**src/rtl/baseline_est_mc.sv**
```systemverilog
// Multi-channel ADC baseline estimator: settle, box-average 2^LOG2N samples, then optional IIR tracking.
// Latency: 1 clk from the final ACCUM sample or a TRACK sample to baseline/bl_valid. No backpressure: in_valid qualifies samples, and there is no ready signal.
module baseline_est_mc #(
  parameter int NCH    = 2,
  parameter int DW     = 14,
  parameter int LOG2N  = 6,
  parameter int SETTLE = 64
) (
  input  logic              clk,
  input  logic              rst_n,
  input  logic              dacset,
  input  logic              mode,
  input  logic              in_valid,
  input  logic [NCH*DW-1:0] indata,
  output logic [NCH*DW-1:0] baseline,
  output logic              bl_valid,
  output logic              busy,
  output logic              done
);

  localparam int AW = DW + LOG2N;
  localparam int SW = $clog2(SETTLE + 1);

  typedef enum logic [2:0] {S_IDLE, S_SETTLE, S_ACCUM, S_DONE, S_TRACK} state_t;

  state_t            state;
  logic              sync_meta, sync_q0, sync_q1;
  logic              start;
  logic              mode_q;
  logic [SW-1:0]     settle_cnt;
  logic [LOG2N-1:0]  smp_cnt;
  logic [AW-1:0]     acc     [NCH];
  logic [AW-1:0]     acc_sum [NCH];
  logic [NCH*DW-1:0] acc_res;
  logic signed [DW:0]   diff [NCH];
  logic signed [DW:0]   step [NCH];
  logic signed [DW+1:0] sum  [NCH];
  logic [NCH*DW-1:0] trk_next;
  logic              trk_chg;

  // sync_q0 is the synchronised level; sync_q1 is its delayed copy for edge detection
  assign start = sync_q1 & ~sync_q0;

  always_comb begin
    acc_res  = '0;
    trk_next = '0;
    for (int k = 0; k < NCH; k++) begin
      acc_sum[k] = acc[k] + AW'(indata[k*DW +: DW]);
      acc_res[k*DW +: DW] = acc_sum[k][AW-1:LOG2N];
      diff[k] = $signed({1'b0, indata[k*DW +: DW]}) - $signed({1'b0, baseline[k*DW +: DW]});
      step[k] = diff[k] >>> LOG2N;
      sum[k]  = $signed({2'b00, baseline[k*DW +: DW]}) + $signed({step[k][DW], step[k]});
      // Cannot leave range mathematically; the clamp guards against future edits
      if (sum[k][DW+1])
        trk_next[k*DW +: DW] = '0;
      else if (sum[k][DW])
        trk_next[k*DW +: DW] = '1;
      else
        trk_next[k*DW +: DW] = sum[k][DW-1:0];
    end
    trk_chg = (trk_next != baseline);
  end

  always_ff @(posedge clk or negedge rst_n) begin
    if (!rst_n) begin
      sync_meta  <= 1'b0;
      sync_q0    <= 1'b0;
      sync_q1    <= 1'b0;
      state      <= S_IDLE;
      mode_q     <= 1'b0;
      settle_cnt <= '0;
      smp_cnt    <= '0;
      for (int k = 0; k < NCH; k++) acc[k] <= '0;
      baseline   <= '0;
      bl_valid   <= 1'b0;
      busy       <= 1'b0;
      done       <= 1'b0;
    end else begin
      sync_meta <= dacset;
      sync_q0   <= sync_meta;
      sync_q1   <= sync_q0;
      bl_valid  <= 1'b0;
      if (start) begin
        state      <= S_SETTLE;
        mode_q     <= mode;
        settle_cnt <= '0;
        smp_cnt    <= '0;
        for (int k = 0; k < NCH; k++) acc[k] <= '0;
        busy       <= 1'b1;
        done       <= 1'b0;
      end else begin
        case (state)
          S_SETTLE: begin
            if (settle_cnt == SW'(SETTLE - 1))
              state <= S_ACCUM;
            else
              settle_cnt <= settle_cnt + 1'b1;
          end
          S_ACCUM: begin
            if (in_valid) begin
              smp_cnt <= smp_cnt + 1'b1;
              for (int k = 0; k < NCH; k++) acc[k] <= acc_sum[k];
              if (&smp_cnt) begin
                baseline <= acc_res;
                bl_valid <= 1'b1;
                busy     <= 1'b0;
                done     <= 1'b1;
                state    <= mode_q ? S_TRACK : S_DONE;
              end
            end
          end
          S_TRACK: begin
            if (in_valid && trk_chg) begin
              baseline <= trk_next;
              bl_valid <= 1'b1;
            end
          end
          default: ;
        endcase
      end
    end
  end

endmodule

```
**config.mk**
```make
export PLATFORM = sky130hd
export DESIGN_NAME = baseline_est_mc
export DESIGN_NICKNAME = d
export VERILOG_FILES = /design/src/rtl/baseline_est_mc.sv
export SDC_FILE = /design/constraint.sdc
export NUM_CORES = 1
export LEC_CHECK = 0
export ABC_AREA = 1
export CELL_PAD_IN_SITES_DETAIL_PLACEMENT = 1
export CELL_PAD_IN_SITES_GLOBAL_PLACEMENT = 1
export CORE_MARGIN = 3
export CORE_UTILIZATION = 35
export CTS_CLUSTER_DIAMETER = 150
export DETAILED_ROUTE_END_ITERATION = 8
export PLACE_DENSITY_LB_ADDON = 0.2
export SLEW_MARGIN = 20
export SYNTH_ARGS = -nofsm -noshare
export SYNTH_HDL_FRONTEND = slang
export SYNTH_SLANG_ARGS = --single-unit
```
**constraint.sdc**
```tcl
create_clock -name clk -period 5.7 [get_ports clk]
set_input_delay 0.57 -clock clk [delete_from_list [all_inputs] [get_ports clk]]
set_output_delay 0.57 -clock clk [all_outputs]
set_load 0.01 [all_outputs]
```
==> impl_metrics.toml, run 1 <==
[place]
dp_hpwl_um = 23400
dpl_worst_slack_ns = -0.0764
dpl_cell_area_mm2 = 0.00991
port_buffers = 63
place.gp.congestion = 0.861

[drt]
drc = 0
vias_per_cell = 5.08
vias = 8954
routed_wl_um = 29400
initialDrtViolationCount = 374
drtPass1Iterations = 5
wl_per_cell_um = 16.7
antenna_left = 0

[critical_path]
required_ns = 5.98
reg2reg_slack_ns = 0.58
crit_buf_inv = 6
r2r_end = "baseline[7]"
reg2reg_depth = 36
cpMostUsedCell = "nand2_1"
reg2reg_from = "baseline[4]"
criticalPathCategory = "input port to flop"
cpMaxStageDelayCell = "clkdlybuf4s50_1"
critPathArrivalTime_ns = 5.54
cp-start-kind = "input port"
crit_fanout = 16
end_kind = "flop"
crit_family = "simple AND/OR/NAND/NOR gates"
max_stage_delay_ns = 0.46

[yosys]
synth_area_mm2 = 0.00890
async_flop_share_pct = 100
ys_types = 43
synth_edf_count = 0
yosys_most_used_dff = "dfrtp_1"
synthTopCellsByArea = "dfrtp_1 26%, nand2_1 20%, ha_1 12%"
yosys.area.top_type = "dfrtp_1"
syn_inst = 1365
netlist.area_leader.share_pct = 25.6
yosysMostFrequentCell = "nand2_1"
ys_ff_latch = 91
syn_nets = 1489
synth.avg_cell_area_um2 = 6.52
ys_seq_area_share_pct = 25.6
ys_top_cells_by_count = "476 x nand2_1, 170 x inv_1, 132 x nand3_1"
synth_warnings = 0

[power]
p_total_w = 0.00616
p_leak_nw = 5.39
p_per_area_mw_per_mm2 = 596
vdd_drop_max_uv = 207

[die]
num_rows = 57
coreArea_mm2 = 0.0247
start_util_pct = 36.1
ios = 64
die_h_um = 165
dieArea_mm2 = 0.0274
die_w_um = 165

[cells_and_area]
drive_gt1_share_pct = 4.87
final_cell_area_mm2 = 0.0103
fillers = 3296
final_net_count = 1557
antenna_cells = 0
areaGrowthSynthToFinish_pct = 16.2

[sta]
worst-slew-pin-transition_ns = 1.11
worst_clock_skew_ns = 0.00436
final-max-slew-violation-count = 0
slew_headroom_pct = 25.8
timing.fmax_ghz = 0.190
hold_viol_final = 0
period_share_pct = 92.1
tns_ns = 0
layout_setup_ws_ns = 0.448
fin_crit_ns = 5.25
setup_viol = 0

[job]
max_cap_violations = 0

[clock_network]
clkLatencyLatePin_ns = 0.35
numCtsBuffers = 9
cts_max_path_buffers = 2
cts_htree_levels = 3
cts_tree = "yes"
root_buffer = "clkbuf_16"
cts.clk_slew.worst_paths_ns = 0.06
clock-sinks = 91
hold_buffers = 0

[global_route]
grt_first_pass_wirelength_um = 47400
gr-usage-all-layers_pct = 21.7
grt_pass1_vias = 9158
grt_max_degree = 58
overflow = 0
antenna_found_initial = 0

[hold_path]
hold_path_class = "input port to asynchronous set/reset pin"

[status]
outcome = "finished clean"
-- worst max-delay path by stage --
stage	from	end	slack [ns]	cells after the start
after floorplan	indata[17]	baseline[1]	1.15	39
after global placement	indata[15]	baseline[7]	0.05	38
after detailed placement	indata[18]	baseline[7]	-0.08	40
after CTS	indata[18]	baseline[7]	0.26	40
after global routing	indata[18]	baseline[12]	-0.04	42
final	indata[18]	baseline[7]	0.45	42
-- state kept, by name, indices dropped and copies added, names as in the netlist, 3 cells and up --
signal      cells
state           3
smp_cnt         6
acc            40
settle_cnt      7
baseline       28
-- repair_timing --
item	CTS	global route
gates resized for setup	0	18
buffers inserted	0	4
setup endpoints to repair	0	29
-- layout by cell type, fill, tap and decap left out, types with 8 or more instances in the layout --
master | synthesis | layout
nor2_1 | 72 | 69
nor3_1 | 11 | 9
buf_4 | 1 | 22
clkdlybuf4s50_1 | 0 | 62
nand4_1 | 9 | 9
o21ai_0 | 79 | 77
xor2_1 | 26 | 26
xnor2_1 | 28 | 28
nand2_1 | 476 | 471
dfrtp_1 | 91 | 91
a22o_1 | 8 | 8
ha_1 | 87 | 87
inv_1 | 170 | 170
clkbuf_16 | 0 | 9
a21oi_1 | 74 | 73
nand3_1 | 132 | 132
nand3b_1 | 11 | 11
-- area by class of cell --
class | count | area (um^2) | area share [%]
repair buffers | 86 | 812 | 7.86
clock buffers | 13 | 260 | 2.52
multi-input cells | 1070 | 5890 | 57.0
well taps | 324 | 405 | 3.92
clock inverters | 2 | 35.0 | 0.339
flip-flops and latches | 91 | 2280 | 22.0
inverters | 175 | 657 | 6.36
-- logic make-up after synthesis --
kind of cell	Yosys count	synth area share, %
AND/OR/NAND/NOR	729	34.3
buffers and inverters	206	9.46
AO/OA/AOI/OAI	194	12.2
adder cells (fa/ha/maj)	91	13.1
flip-flops	91	25.6
XOR/XNOR	54	5.32
-- power by group --
part	internal [W]	total, W	switching [W]
clock	0.000361	0.000612	0.000251
sequential	0.000869	0.00111	0.000243
combinational	0.00163	0.00444	0.00281
-- routing by layer --
metal	part of all wire [%]	track usage, %	vias to the layer above
met3	2.1	1.72	17
met1	51	31.0	4299
met5	0	0	-
li1	-	-	4553
met4	0.96	4.12	0
met2	46	36.1	85
-- metrics by stage --
step,util (%),instances,hold WS (ns)
global placement,40.2,1740,0.333
detailed placement,40.2,1740,0.336
global route,41.9,1761,0.203
finish,41.9,1761,0.174
floorplan,-,1365,0.274
CTS,41.4,1755,0.190
Power figures use the tool's default switching activity.
==> run 2, diff against run 1 <==
Settings changed: MAX_ROUTING_LAYER set to met4, PLACE_DENSITY_LB_ADDON 0.2 to 0.05.
==> run 2 against run 1 <==
Against the previous run:
- clock power is 6.5% lower
- fmax is 2.2% higher
- non-clock buffer count is 6 higher
- first-iteration DRC count is 7.2% lower
- die area stayed put
- largest cell class unchanged
==> impl_metrics.toml, run 2 (synthesized netlist as in run 1, its figures left out) <==
[status]
outcome = "finished clean"

[power]
p_per_area_mw_per_mm2 = 589
p_int_w = 0.00283
pwr-share-comb_pct = 72.6
clkPwrFrac_pct = 9.4
switching_power_w = 0.00327
seq_power_share_pct = 18.0
vdd_drop_max_uv = 209
p_sw_share_pct = 53.7
p_leak_nw = 5.40

[sta]
final-max-slew-violation-count = 0
worst_clock_skew_ns = 0.0104
hold_viol_final = 0
worst-slew-pin-transition_ns = 1.07
fin_crit_ns = 5.14
hold_slack_ns = 0.232
slew_headroom_pct = 28.4
setup_viol = 0
period_share_pct = 90.2
timing.fmax_ghz = 0.195

[clock_network]
numCtsBuffers = 9
cts_max_path_buffers = 2
clock-sinks = 91
cts_htree_levels = 3
cts_tree = "yes"
root_buffer = "clkbuf_16"
hold_buffers = 0
clkLatencyLatePin_ns = 0.34
cts.clk_slew.worst_paths_ns = 0.07

[drt]
routed_wl_um = 29600
antenna_left = 0
drtPass1Iterations = 4
initialDrtViolationCount = 347
vias_per_cell = 5.08
wl_per_cell_um = 16.7
drc = 0
vias = 8978

[cells_and_area]
final_net_count = 1563
drive_gt1_share_pct = 5.54
layout_commonest_cell = "nand2_1"
layout_common_cells = "470 x nand2_1, 170 x inv_1, 132 x nand3_1"
largest_register_ffs = 40
final_cells = 1768
reg_top3 = "acc: 40 flops, baseline: 28 flops, settle_cnt: 7 flops"
antenna_cells = 0
regMostFlops = "acc"
fillers = 3269
areaGrowthSynthToFinish_pct = 16.3

[die]
die_h_um = 165
dieArea_mm2 = 0.0274
num_rows = 57
start_util_pct = 36.1
coreArea_mm2 = 0.0247
die_w_um = 165
ios = 64

[global_route]
gr-usage-all-layers_pct = 22.3
antenna_found_initial = 0
overflow = 0
grt_max_degree = 47
grt_pass1_vias = 8933
grt_first_pass_wirelength_um = 47100

[place]
dp_hpwl_um = 24000
place.gp.congestion = 0.821
dp_cells = 1744
port_buffers = 63

[critical_path]
criticalPathCategory = "input port to flop"
crit_fanout = 29
end_kind = "flop"
critPathArrivalTime_ns = 5.41
max_stage_delay_ns = 0.46
cp-start-kind = "input port"
required_ns = 5.97
cpMostUsedCell = "nand2_1"
cpMaxStageDelayCell = "clkdlybuf4s50_1"

[job]
max_cap_violations = 0

[hold_path]
hold_path_class = "input port to asynchronous set/reset pin"
run 2: cell count changes in the layout (fill, tap and decap cells not counted), sizes merged:
cell and change:
bufinv -1, buf +6, clkinvlp +1, clkinv +3, clkbuf -2
run 2: path summary, 6_finish.rpt:
path / to / cells past startpoint / startpoint / slack [ns]
hold / removal: acc[22] / 1 / rst_n / 0.23
hold reg to reg: sync_q0 / 0 / sync_meta / 0.36
max in group asynchronous: baseline[14] / 2 / rst_n / 4.39
setup reg to reg: baseline[24] / 36 / baseline[4] / 0.68
min in group clk: sync_q0 / 0 / sync_meta / 0.36
setup / recovery: baseline[24] / 36 / indata[5] / 0.56
run 2: timing repair:
item,CTS,global route
gates resized for setup,0,16
setup buffers,0,6
endpoints found under the hold margin,0,0
endpoints found under the setup margin,0,29
run 2: routing by layer:
layer	GRT usage [%]	vias up	share of wire [%]	wire, um
met1	33.0	4287	53	15500
met5	-	-	0	0
met3	1.50	15	2.5	740
li1	-	4578	-	-
met2	34.3	98	44	13100
met4	2.95	0	0.75	223
run 2: power by group through the flow:
stage | Combinational (W) | Sequential [W] | Clock (W)
2_1_floorplan | 0.00305 | 0.00108 | 0
3_3_place_gp | 0.00429 | 0.00110 | 0
3_5_place_dp | 0.00436 | 0.00111 | 0
4_1_cts | 0.00439 | 0.00110 | 0.000589
5_1_grt | 0.00505 | 0.00113 | 0.000607
6_report | 0.00443 | 0.00110 | 0.000572
run 2: final cells by class:
cell class / instances / area [um^2] / area share [%]
inverters: 175 / 657 / 6.35
well taps: 324 / 405 / 3.92
clock buffers: 11 / 253 / 2.44
multi-input cells: 1070 / 5870 / 56.7
clock inverters: 5 / 27.5 / 0.266
flip-flops and latches: 91 / 2280 / 22.0
repair buffers: 92 / 858 / 8.29
run 2: worst max-delay path: cells and delay by family:
family	cells	cell delay (ns)
AOI/OAI and AO/OA	5	0.80
xor gates and xnor gates	1	0.13
adders and majority gates	2	0.67
buffers and inverters	6	0.96
and+or+nand+nor	22	2.29
run 2: through the flow:
step / setup slack (ns) / instance area, um^2 / power, W / utilization, % / TNS (ns)
floorplan: 1.15 / 8900 / 0.00413 / - / 0
global placement: 0.160 / 9950 / 0.00539 / 40.3 / 0
detailed placement: -0.0746 / 9950 / 0.00547 / 40.3 / -1.18
CTS: 0.267 / 10200 / 0.00608 / 41.5 / 0
global route: -0.0132 / 10300 / 0.00678 / 41.9 / -0.0159
finish: 0.559 / 10300 / 0.00610 / 41.9 / 0
==> run 3, diff against run 2 <==
Settings changed: ABC_AREA 1 to 0.
==> run 3 against run 2 <==
Against the previous run:
- synthesized cell count fell by 16%
- critical path depth fell by 9
- largest cell class unchanged
- final area grew 22%
- utilization up 7.6 points
- sequential share of layout area down 4.0 points
- synthesized area is 2.8% higher
- global-route usage up 2.4 points
- critical endpoint is now baseline[5]
- critical path type is now flop to flop
==> impl_metrics.toml, run 3 <==
[cells_and_area]
regMostFlops = "acc"
antenna_cells = 0
layout_commonest_cell = "buf_4"
reg_top3 = "acc: 40 flops, baseline: 28 flops, settle_cnt: 7 flops"
largest_register_ffs = 40
drive_gt1_share_pct = 24.4
final_net_count = 1519
post-route-util_pct = 49.6
areaGrowthSynthToFinish_pct = 38.0
fillers = 3070
layout_common_cells = "215 x buf_4, 113 x a21oi_1, 110 x nand2_1"

[clock_network]
hold_buffers = 0
cts.clk_slew.worst_paths_ns = 0.07
numCtsBuffers = 9
cts_htree_levels = 3
cts_tree = "yes"
cts_max_path_buffers = 2
root_buffer = "clkbuf_16"
clkLatencyLatePin_ns = 0.34
clock-sinks = 91

[critical_path]
crit_fanout = 5
criticalPathCategory = "flop to flop"
cpMaxStageDelayCell = "or3_4"
end_kind = "flop"
max_stage_delay_ns = 0.49
critPathArrivalTime_ns = 5.82
required_ns = 5.95
cp-start-kind = "flop"
cpMostUsedCell = "a21oi_2"

[place]
port_buffers = 63
dp_hpwl_um = 26100
dpl_worst_slack_ns = -0.880
place.gp.congestion = 0.864

[yosys]
synthAdderAreaFrac_pct = 12.8
synth_edf_count = 0
ys_ff_latch = 91
syn_inst = 1141
yosysMostFrequentCell = "a21oi_1"
synth_compound_area_share_pct = 28.0
yosys.area.top_type = "dfrtp_1"
netlist.area_leader.share_pct = 24.9
syn_nets = 1265
synth_top_family_by_area = "compound AO/OA/AOI/OAI gates"
ys_seq_area_share_pct = 24.9
yosys_most_used_dff = "dfrtp_1"
ys_top_cells_by_count = "121 x a21oi_1, 111 x nand2_1, 91 x dfrtp_1"
synth_warnings = 0
synthSimpleGateAreaFrac_pct = 20.3
yosys-mux-area-fraction_pct = 0.903
synth.avg_cell_area_um2 = 8.02
ys_types = 85
synth_area_mm2 = 0.00915
synth-xor-area-share_pct = 8.31
synthTopCellsByArea = "dfrtp_1 25%, ha_1 12%, a21oi_1 6.6%"
async_flop_share_pct = 100

[global_route]
grt_use_met2_pct = 38.0
grt_use_met3_pct = 2.79
grt_max_degree = 64
grt_pass1_vias = 9894
antenna_found_initial = 0
overflow = 0
grt_use_met1_pct = 35.7
gr-usage-all-layers_pct = 24.7
grt_first_pass_wirelength_um = 54800
grt-busiest-layer = "met2"

[sta]
worst_clock_skew_ns = 0.0123
worst-slew-pin-transition_ns = 0.859
slew_headroom_pct = 42.5
timing.fmax_ghz = 0.179
hold_slack_ns = 0.179
hold_viol_final = 0
layout_setup_ws_ns = 0.129
tns_ns = 0
final-max-slew-violation-count = 0
rsz0062_at_grt = "yes"
period_share_pct = 97.7
fin_crit_ns = 5.57
setup_viol = 0

[status]
outcome = "finished clean"

[drt]
drtPass1Iterations = 5
drc = 0
vias_per_cell = 5.72
antenna_left = 0
initialDrtViolationCount = 606
vias = 9895
routed_wl_um = 34800
wl_per_cell_um = 20.1

[power]
p_leak_nw = 5.56
vdd_drop_max_uv = 133
pwr-share-comb_pct = 31.4
p_per_area_mw_per_mm2 = 154
p_sw_share_pct = 31.1
switching_power_w = 0.000606
p_int_w = 0.00134
clkPwrFrac_pct = 34.2
seq_power_share_pct = 34.4

[die]
start_util_pct = 35.9
ios = 64
dieArea_mm2 = 0.0281
num_rows = 58
die_w_um = 168
die_h_um = 168
coreArea_mm2 = 0.0255

[hold_path]
hold_path_class = "input port to asynchronous set/reset pin"

[job]
max_cap_violations = 0
[run 3: cell types whose count changed in the layout (fill, tap and decap cells not counted), sizes merged, moves of 24 or more]
cell,before,now
nand2,482,111
buf,30,234
inv,173,51
nand3,132,23
a21oi,76,122
nand4,9,42
a21o,2,29
a31oi,5,31
o21ai,79,53
o32ai,0,24
[run 3: critical path, delay by kind of cell (launching register included)]
kind,cells,cell delay (ns)
fa+ha+maj,2,0.42
simple gates,5,0.90
buf+inv,4,0.49
xor+xnor,2,0.34
flops,1,0.40
compound gates,14,2.92
[run 3: worst paths after layout]
| check | from | endpoint | slack (ns) | cells after the start |
|---|---|---|---|---|
| worst max-delay path | baseline[17] | baseline[5] | 0.13 | 27 |
| worst min-delay path | rst_n | baseline[17] | 0.18 | 1 |
| worst max register to register | baseline[17] | baseline[5] | 0.13 | 27 |
| worst min register to register | sync_meta | sync_q0 | 0.35 | 0 |
| max in group asynchronous | rst_n | acc[34] | 4.33 | 2 |
| min in group clk | sync_meta | sync_q0 | 0.35 | 0 |
[run 3: power groups by stage]
stage | Sequential [W] | Combinational, W | Clock [W]
final | 0.000671 | 0.000612 | 0.000667
after CTS | 0.000670 | 0.000572 | 0.000688
after floorplan | 0.000680 | 0.000284 | 0
after global placement | 0.000682 | 0.000543 | 0
after global routing | 0.000672 | 0.000669 | 0.000705
after detailed placement | 0.000683 | 0.000550 | 0
[run 3: repair_timing]
item | CTS | global route
pin swaps | 25 | 39
gates cloned | 2 | 4
endpoints found under the setup margin | 29 | 29
buffers inserted | 10 | 11
gates resized for setup | 38 | 84
endpoints found under the hold margin | 0 | 0
[run 3: cells by family (layout without fill, tap and decap cells)]
| family | Yosys count | count (layout) |
|---|---|---|
| AOI/OAI and AO/OA | 382 | 382 |
| xor gates and xnor gates | 86 | 86 |
| adders and majority gates | 91 | 91 |
| buffers and inverters | 106 | 362 |
| DFF | 91 | 91 |
| muxes | 8 | 8 |
| and+or+nand+nor | 377 | 380 |
[run 3: layer usage]
metal  up-vias  routed length, um
li1       4778                  -
met1      4884              17200
met2       201              15800
met3        32               1320
met4         0                492
met5         -                  0
[run 3: per-stage QoR]
stage / area [um^2] / std cells / power (W)
floorplan: 9150 / 1141 / 0.000964
global placement: 11600 / 1686 / 0.00122
detailed placement: 11600 / 1686 / 0.00123
CTS: 12100 / 1714 / 0.00193
global route: 12600 / 1730 / 0.00205
finish: 12600 / 1730 / 0.00195
[run 3: cell type report]
type                            count  area (um^2)  area share (%)
Clock buffer                       10          239            1.89
Timing Repair Buffer              296         2490            19.7
Inverter                           50          188            1.49
Multi-Input combinational cell    947         6930            54.9
Clock inverter                      6         87.6           0.694
Sequential cell                    91         2280            18.0
Tap cell                          330          413            3.27
